[config.mk]
export PLATFORM = sky130hd
export DESIGN_NAME = mem_arbiter
export DESIGN_NICKNAME = d
export VERILOG_FILES = /design/src/rtl/mem_arbiter_pkg.sv /design/src/rtl/mem_arbiter_bus_timeout.sv /design/src/rtl/mem_arbiter.sv
export SDC_FILE = /design/constraint.sdc
export NUM_CORES = 1
export LEC_CHECK = 0
export ABC_AREA = 1
export CORE_ASPECT_RATIO = 2
export CORE_MARGIN = 1
export CORE_UTILIZATION = 35
export CTS_CLUSTER_SIZE = 28
export DETAILED_ROUTE_END_ITERATION = 8
export PLACE_DENSITY = 0.76
export SYNTH_ARGS = -nofsm -noshare
export SYNTH_HDL_FRONTEND = slang
export SYNTH_SLANG_ARGS = --single-unit
[constraint.sdc]
create_clock -name clk -period 2.54 [get_ports clk]
set_clock_uncertainty 0.05 [all_clocks]
set_input_delay 0.508 -clock clk [delete_from_list [all_inputs] [get_ports clk]]
set_output_delay 0.508 -clock clk [all_outputs]
set_load 0.05 [all_outputs]
[src/rtl/mem_arbiter_pkg.sv]
// Shared definitions for the two-port memory arbiter.
// This package holds the FSM state encoding, the transfer size codes and the
// requester port ids used by mem_arbiter and its testbench.

package mem_arbiter_pkg;

   // Arbiter FSM states.
   typedef enum logic [1:0] {
      IDLE   = 2'd0,
      I_BUSY = 2'd1,
      D_BUSY = 2'd2,
      RESP   = 2'd3
   } arb_state_t;

   // Transfer size codes carried on d_size / m_size.
   localparam logic [1:0] SZ_BYTE = 2'b00;
   localparam logic [1:0] SZ_HALF = 2'b01;
   localparam logic [1:0] SZ_WORD = 2'b10;

   // Requester ids, also the encoding driven on err_port.
   localparam logic PORT_I = 1'b0;
   localparam logic PORT_D = 1'b1;

   // True while a memory transfer is outstanding.
   function automatic logic is_busy(arb_state_t s);
      return (s == I_BUSY) || (s == D_BUSY);
   endfunction

endpackage

[src/rtl/mem_arbiter_bus_timeout.sv]
// Bus timeout counter for the memory arbiter.
// Counts BUSY cycles that pass without a memory ack and flags expiry in the
// cycle that completes the TIMEOUT_CYC-th such cycle, so the FSM can leave
// BUSY on that same edge. TIMEOUT_CYC = 0 disables the timeout entirely.
// Because en is only asserted while no ack is present, an ack in the final
// cycle suppresses expiry and the ack wins.

module bus_timeout #(
   parameter int TIMEOUT_CYC = 255
) (
   input  logic clk,
   input  logic rst,
   input  logic clr,
   input  logic en,
   output logic expired
);

   // The counter only has to reach TIMEOUT_CYC-1 before expiry fires.
   localparam int CW    = (TIMEOUT_CYC < 2) ? 1 : $clog2(TIMEOUT_CYC);
   localparam int LIMIT = (TIMEOUT_CYC > 0) ? TIMEOUT_CYC - 1 : 0;
   localparam logic [CW-1:0] LAST = CW'(LIMIT);

   logic [CW-1:0] count;

   // Clear on reset or while waiting to enter BUSY; count ack-less BUSY cycles.
   always_ff @(posedge clk) begin
      if (rst || clr) begin
         count <= '0;
      end else if (en && !expired) begin
         count <= count + CW'(1);
      end
   end

   assign expired = (TIMEOUT_CYC != 0) && en && (count == LAST);

endmodule

[src/rtl/mem_arbiter.sv]
// Two-port memory arbiter: an instruction fetch port and a data load/store
// port share one memory port. Each transaction runs IDLE -> BUSY -> RESP,
// with the requester's ack_n pulsed low for one cycle in RESP. A bus
// timeout (bus_timeout sub-module) ends a BUSY state that never sees an ack
// and reports it on bus_err/err_port during RESP.
//
// Build option: define MEM_ARB_RR_EN to break simultaneous requests in
// favour of the port that was not granted last. Without it the data port
// always wins a tie and no last-grant state exists.

module mem_arbiter
   import mem_arbiter_pkg::*;
#(
   parameter int TIMEOUT_CYC = 255
) (
   input  logic        clk,
   input  logic        rst,

   input  logic        i_req,
   input  logic [31:0] i_addr,
   output logic [31:0] i_rdata,
   output logic        i_ack_n,

   input  logic        d_req,
   input  logic        d_write,
   input  logic [1:0]  d_size,
   input  logic [31:0] d_addr,
   input  logic [31:0] d_wdata,
   output logic [31:0] d_rdata,
   output logic        d_ack_n,

   output logic        m_req,
   output logic        m_write,
   output logic [1:0]  m_size,
   output logic [31:0] m_addr,
   output logic [31:0] m_wdata,
   input  logic [31:0] m_rdata,
   input  logic        m_ack_n,

   output logic        bus_err,
   output logic        err_port
);

   arb_state_t state;
   arb_state_t state_next;

   logic winner;
   logic timed_out;
   logic tie_to_d;
   logic grant_d;
   logic grant_i;
   logic busy;
   logic ack_seen;
   logic timer_clr;
   logic timer_en;
   logic expired;

`ifdef MEM_ARB_RR_EN
   logic last_grant;

   // A tie goes to data only when fetch was the port granted last.
   assign tie_to_d = (last_grant == PORT_I);

   // Remember which port took the most recent grant, starting from data.
   always_ff @(posedge clk) begin
      if (rst) begin
         last_grant <= PORT_D;
      end else if (state == IDLE && (grant_d || grant_i)) begin
         last_grant <= grant_d ? PORT_D : PORT_I;
      end
   end
`else
   assign tie_to_d = 1'b1;
`endif

   // Grant decisions are only acted upon in IDLE.
   assign grant_d = d_req && (!i_req || tie_to_d);
   assign grant_i = i_req && !grant_d;

   // Memory acks are only meaningful while a transfer is outstanding.
   assign busy     = is_busy(state);
   assign ack_seen = busy && !m_ack_n;

   assign timer_clr = (state == IDLE);
   assign timer_en  = busy && m_ack_n;

   bus_timeout #(
      .TIMEOUT_CYC (TIMEOUT_CYC)
   ) u_bus_timeout (
      .clk     (clk),
      .rst     (rst),
      .clr     (timer_clr),
      .en      (timer_en),
      .expired (expired)
   );

   // FSM state register; reset abandons any transfer in flight.
   always_ff @(posedge clk) begin
      if (rst) begin
         state <= IDLE;
      end else begin
         state <= state_next;
      end
   end

   // Next-state and handshake outputs; acks and error flags live only in RESP.
   always_comb begin
      state_next = state;
      m_req      = 1'b0;
      i_ack_n    = 1'b1;
      d_ack_n    = 1'b1;
      bus_err    = 1'b0;
      err_port   = 1'b0;
      case (state)
         IDLE: begin
            if (grant_d) begin
               state_next = D_BUSY;
            end else if (grant_i) begin
               state_next = I_BUSY;
            end
         end
         I_BUSY, D_BUSY: begin
            m_req = 1'b1;
            if (ack_seen || expired) begin
               state_next = RESP;
            end
         end
         RESP: begin
            state_next = IDLE;
            if (winner == PORT_D) begin
               d_ack_n = 1'b0;
            end else begin
               i_ack_n = 1'b0;
            end
            bus_err  = timed_out;
            err_port = timed_out && (winner == PORT_D);
         end
         default: begin
            state_next = IDLE;
         end
      endcase
   end

   // Latch the winning request into the memory port in IDLE, then capture
   // read data (or zero it on timeout) as BUSY ends. The m_* registers are
   // only loaded in IDLE, so they are stable for the whole BUSY phase.
   always_ff @(posedge clk) begin
      if (rst) begin
         m_write   <= 1'b0;
         m_size    <= 2'b00;
         m_addr    <= '0;
         m_wdata   <= '0;
         i_rdata   <= '0;
         d_rdata   <= '0;
         winner    <= PORT_D;
         timed_out <= 1'b0;
      end else begin
         case (state)
            IDLE: begin
               if (grant_d) begin
                  winner    <= PORT_D;
                  m_write   <= d_write;
                  m_size    <= d_size;
                  m_addr    <= d_addr;
                  m_wdata   <= d_write ? d_wdata : '0;
                  timed_out <= 1'b0;
               end else if (grant_i) begin
                  winner    <= PORT_I;
                  m_write   <= 1'b0;
                  m_size    <= SZ_WORD;
                  m_addr    <= i_addr;
                  m_wdata   <= '0;
                  timed_out <= 1'b0;
               end
            end
            I_BUSY, D_BUSY: begin
               if (ack_seen) begin
                  if (!m_write) begin
                     if (winner == PORT_D) begin
                        d_rdata <= m_rdata;
                     end else begin
                        i_rdata <= m_rdata;
                     end
                  end
               end else if (expired) begin
                  timed_out <= 1'b1;
                  if (winner == PORT_D) begin
                     d_rdata <= '0;
                  end else begin
                     i_rdata <= '0;
                  end
               end
            end
            default: begin
            end
         endcase
      end
   end

endmodule

==> results.sh <==
export IMPL_synth_ff_type="dfxtp_1"
export IMPL_cts_max_path_buffers=2
export IMPL_die_y_um=184
export IMPL_io_buffer_count=271
export IMPL_fin_crit_ns=2.45
export IMPL_p_sw_mw=3.75
export IMPL_core_area_um2=16300
export IMPL_antenna_found_initial=0
export IMPL_grt_pass1_vias=5762
export IMPL_status="finished, final reports clean"
export IMPL_wl_per_cell_um=14.4
export IMPL_max_freq_mhz=409
export IMPL_final_antenna_net_count=0
export IMPL_fill_cells=1497
export IMPL_drive_gt1_frac=0.0552
export IMPL_required_ns=1.98
export IMPL_die_width_um=93.2
export IMPL_tightest_slew_ns=0.575
export IMPL_start_util=0.358
export IMPL_rrSetupSlack_ns=0.60
export IMPL_fin_crit_sh=0.963
export IMPL_p_int_mw=5.53
export IMPL_wirelength_um=18100
export IMPL_root_buffer="clkbuf_16"
export IMPL_worst_path_max_fanout=3
export IMPL_async_reset_ff_frac=0
export IMPL_gp_congestion=0.823
export IMPL_rsz0062_at_grt="no"
export IMPL_avgSynthCellArea_um2=7.39
export IMPL_syn_area_um2=5820
export IMPL_critical_path_arrival_ns=1.89
export IMPL_dieArea_um2=17200
export IMPL_drv_cap=0
export IMPL_insertion_delay_ns=0.41
export IMPL_route_vias_total=6038
export IMPL_p_comb_frac=0.400
export IMPL_grt_max_degree=66
export IMPL_cts_buffers=17
export IMPL_ys_ff_latch=143
export IMPL_area_growth_pct=59.3
export IMPL_hold_violations=0
export IMPL_ys_seq_area_frac=0.492
export IMPL_p_total_mw=9.28
export IMPL_cts_tree="built"
export IMPL_synth_warning_count=0
export IMPL_cts_max_level=4
export IMPL_hold_depth=2
export IMPL_ir_worst_vdd_mv=0.658
export IMPL_cts_sinks=143
export IMPL_post_cts_buffers=0
export IMPL_p_per_area_nw_per_um2=1000
export IMPL_crit_type="flop to primary output"
export IMPL_critPathCaptureType="primary output"
export IMPL_worstHoldPathType="input port to flop"
export IMPL_synth_cell_types=26
export IMPL_grt_pass1_wl_um=28200
export IMPL_drt_iter0_drc=213
export IMPL_final_nets=1177
export IMPL_ios=272
export IMPL_pwr_share_seq=0.305
export IMPL_p_leak_nw=3.54
export IMPL_first_pass_iters=4
export IMPL_slew_headroom=0.615
export IMPL_diodes=0
export IMPL_synth_edff_count=0
export IMPL_final_setup_viol_count=0
export IMPL_dp_hpwl_um=13000
export IMPL_slew_violations=0
export IMPL_syn_nets=928
export IMPL_grt_overflow=0
export IMPL_stdcell_area_um2=9280
export IMPL_grt_use_total=0.211
export IMPL_r2r_worst_path_cells=10
export IMPL_clkTransAtPathRegs_ns=0.06
export IMPL_route_detailed_drc=0
export IMPL_startpoint_type="flop"
export IMPL_syn_inst=788
export IMPL_sw_frac_of_total=0.404
export IMPL_place_area_um2=8620
export IMPL_tns_ns=0
export IMPL_avgViaCountPerCell=4.81
export IMPL_rows=66
export IMPL_clkPwrFrac=0.295
[layout by cell type, fill, tap and decap left out]
master and n:
nand4_1 3, nand2_1 256, nor3_1 1, dfxtp_1 143, clkbuf_8 2, inv_6 2, clkinv_1 1, dlygate4sd2_1 2
xor2_1 3, a21oi_1 106, nor2_2 1, o21ai_4 1, o221a_1 1, bufinv_16 4, dlymetal6s2s_1 1, a31oi_1 32
o211ai_1 1, clkinvlp_4 1, nand2_4 2, inv_8 2, nor2_4 3, buf_4 10, inv_2 2, buf_12 3
o21ai_0 40, ha_1 4, nor2_1 43, clkbuf_16 17, nand3_1 36, clkinv_4 4, nand2_2 4, clkdlybuf4s50_1 267
o21ai_1 1, inv_1 51
[sequential cells by signal (all words and copies together), names as in the netlist]
name and cells:
m_addr 32, m_write 1, timed_out 1, m_size 2, m_wdata 32, i_rdata 32
u_bus_timeout.count 8, winner 1, d_rdata 32, state 2
[metrics by stage]
stage	util	setup slack [ns]	hold WS [ns]	instances
floorplan	-	0.414	0.404	788
global placement	0.530	0.410	0.397	1222
detailed placement	0.530	0.381	0.401	1222
CTS	0.570	0.0573	0.278	1254
global route	0.570	0.0214	0.298	1254
finish	0.570	0.0930	0.289	1254
[worst max-delay path, cell delays in order, from the launching register on]
cell and delay, ns:
dfxtp_1 0.31, ha_1 0.24, nand2_1 0.10, clkdlybuf4s50_1 0.82
[timing repair]
| action | 4_1_cts | 5_1_grt |
|---|---|---|
| endpoints found under the hold margin | 0 | 0 |
| hold buffers | 0 | 0 |
| setup endpoints to repair | 2 | 1 |
| gates resized for setup | 2 | 1 |
| gates cloned | 0 | 0 |
[power groups by stage]
stage / combinational, mW / clock, mW / sequential [mW]
after floorplan: 1.26 / 0 / 4.10
after global routing: 3.93 / 2.90 / 2.88
after detailed placement: 3.73 / 0 / 2.87
after CTS: 3.74 / 2.81 / 2.83
after global placement: 3.72 / 0 / 2.86
final: 3.71 / 2.74 / 2.83
[cell usage after synthesis, types with 2 or more instances]
library cell  number  area share
clkbuf_1          25       0.016
nor2_4             3      0.0058
nand2_1          256        0.17
a31oi_1           32       0.034
inv_1             51       0.033
o21ai_0           40       0.034
buf_6              8       0.015
nor2_1            43       0.028
a21oi_1          106       0.091
nand3_1           36       0.031
inv_2              2      0.0013
dfxtp_1          143        0.49
nand4_1            3      0.0032
nand2_4            2      0.0039
xor2_1             3      0.0045
buf_4              5      0.0064
buf_2             15       0.013
nand2_2            4      0.0043
ha_1               4      0.0086
[layout make-up]
cell class,count,area [um2],area share
Clock buffer,19,453,0.0488
Clock inverter,13,203,0.0219
Multi-Input combinational cell,538,2460,0.265
Timing Repair Buffer,283,2840,0.306
Tap cell,204,255,0.0275
Sequential cell,143,2860,0.309
Inverter,54,203,0.0219
[path summary, 6_finish.rpt]
path | to | startpoint
setup / recovery | d_ack_n | state[0]
hold / removal | m_wdata[1] | rst
setup reg to reg | d_rdata[9] | state[0]
hold reg to reg | m_wdata[2] | m_wdata[2]
[logic make-up after synthesis]
| logic type | after synthesis | share of synthesized area |
|---|---|---|
| AO/OA/AOI/OAI | 182 | 0.167 |
| XOR/XNOR | 3 | 0.00451 |
| adder cells (fa/ha/maj) | 4 | 0.00860 |
| buffers and inverters | 107 | 0.0857 |
| flip-flops | 143 | 0.492 |
| AND/OR/NAND/NOR | 349 | 0.243 |
[layer usage]
layer,GRT usage,vias up,part of all wire
met5,0,-,0
met1,0.215,2737,0.37
met4,0.101,0,0.032
met3,0.0479,36,0.048
met2,0.395,220,0.55
li1,-,3045,-
Note: power is estimated with default switching activity, not from simulation.
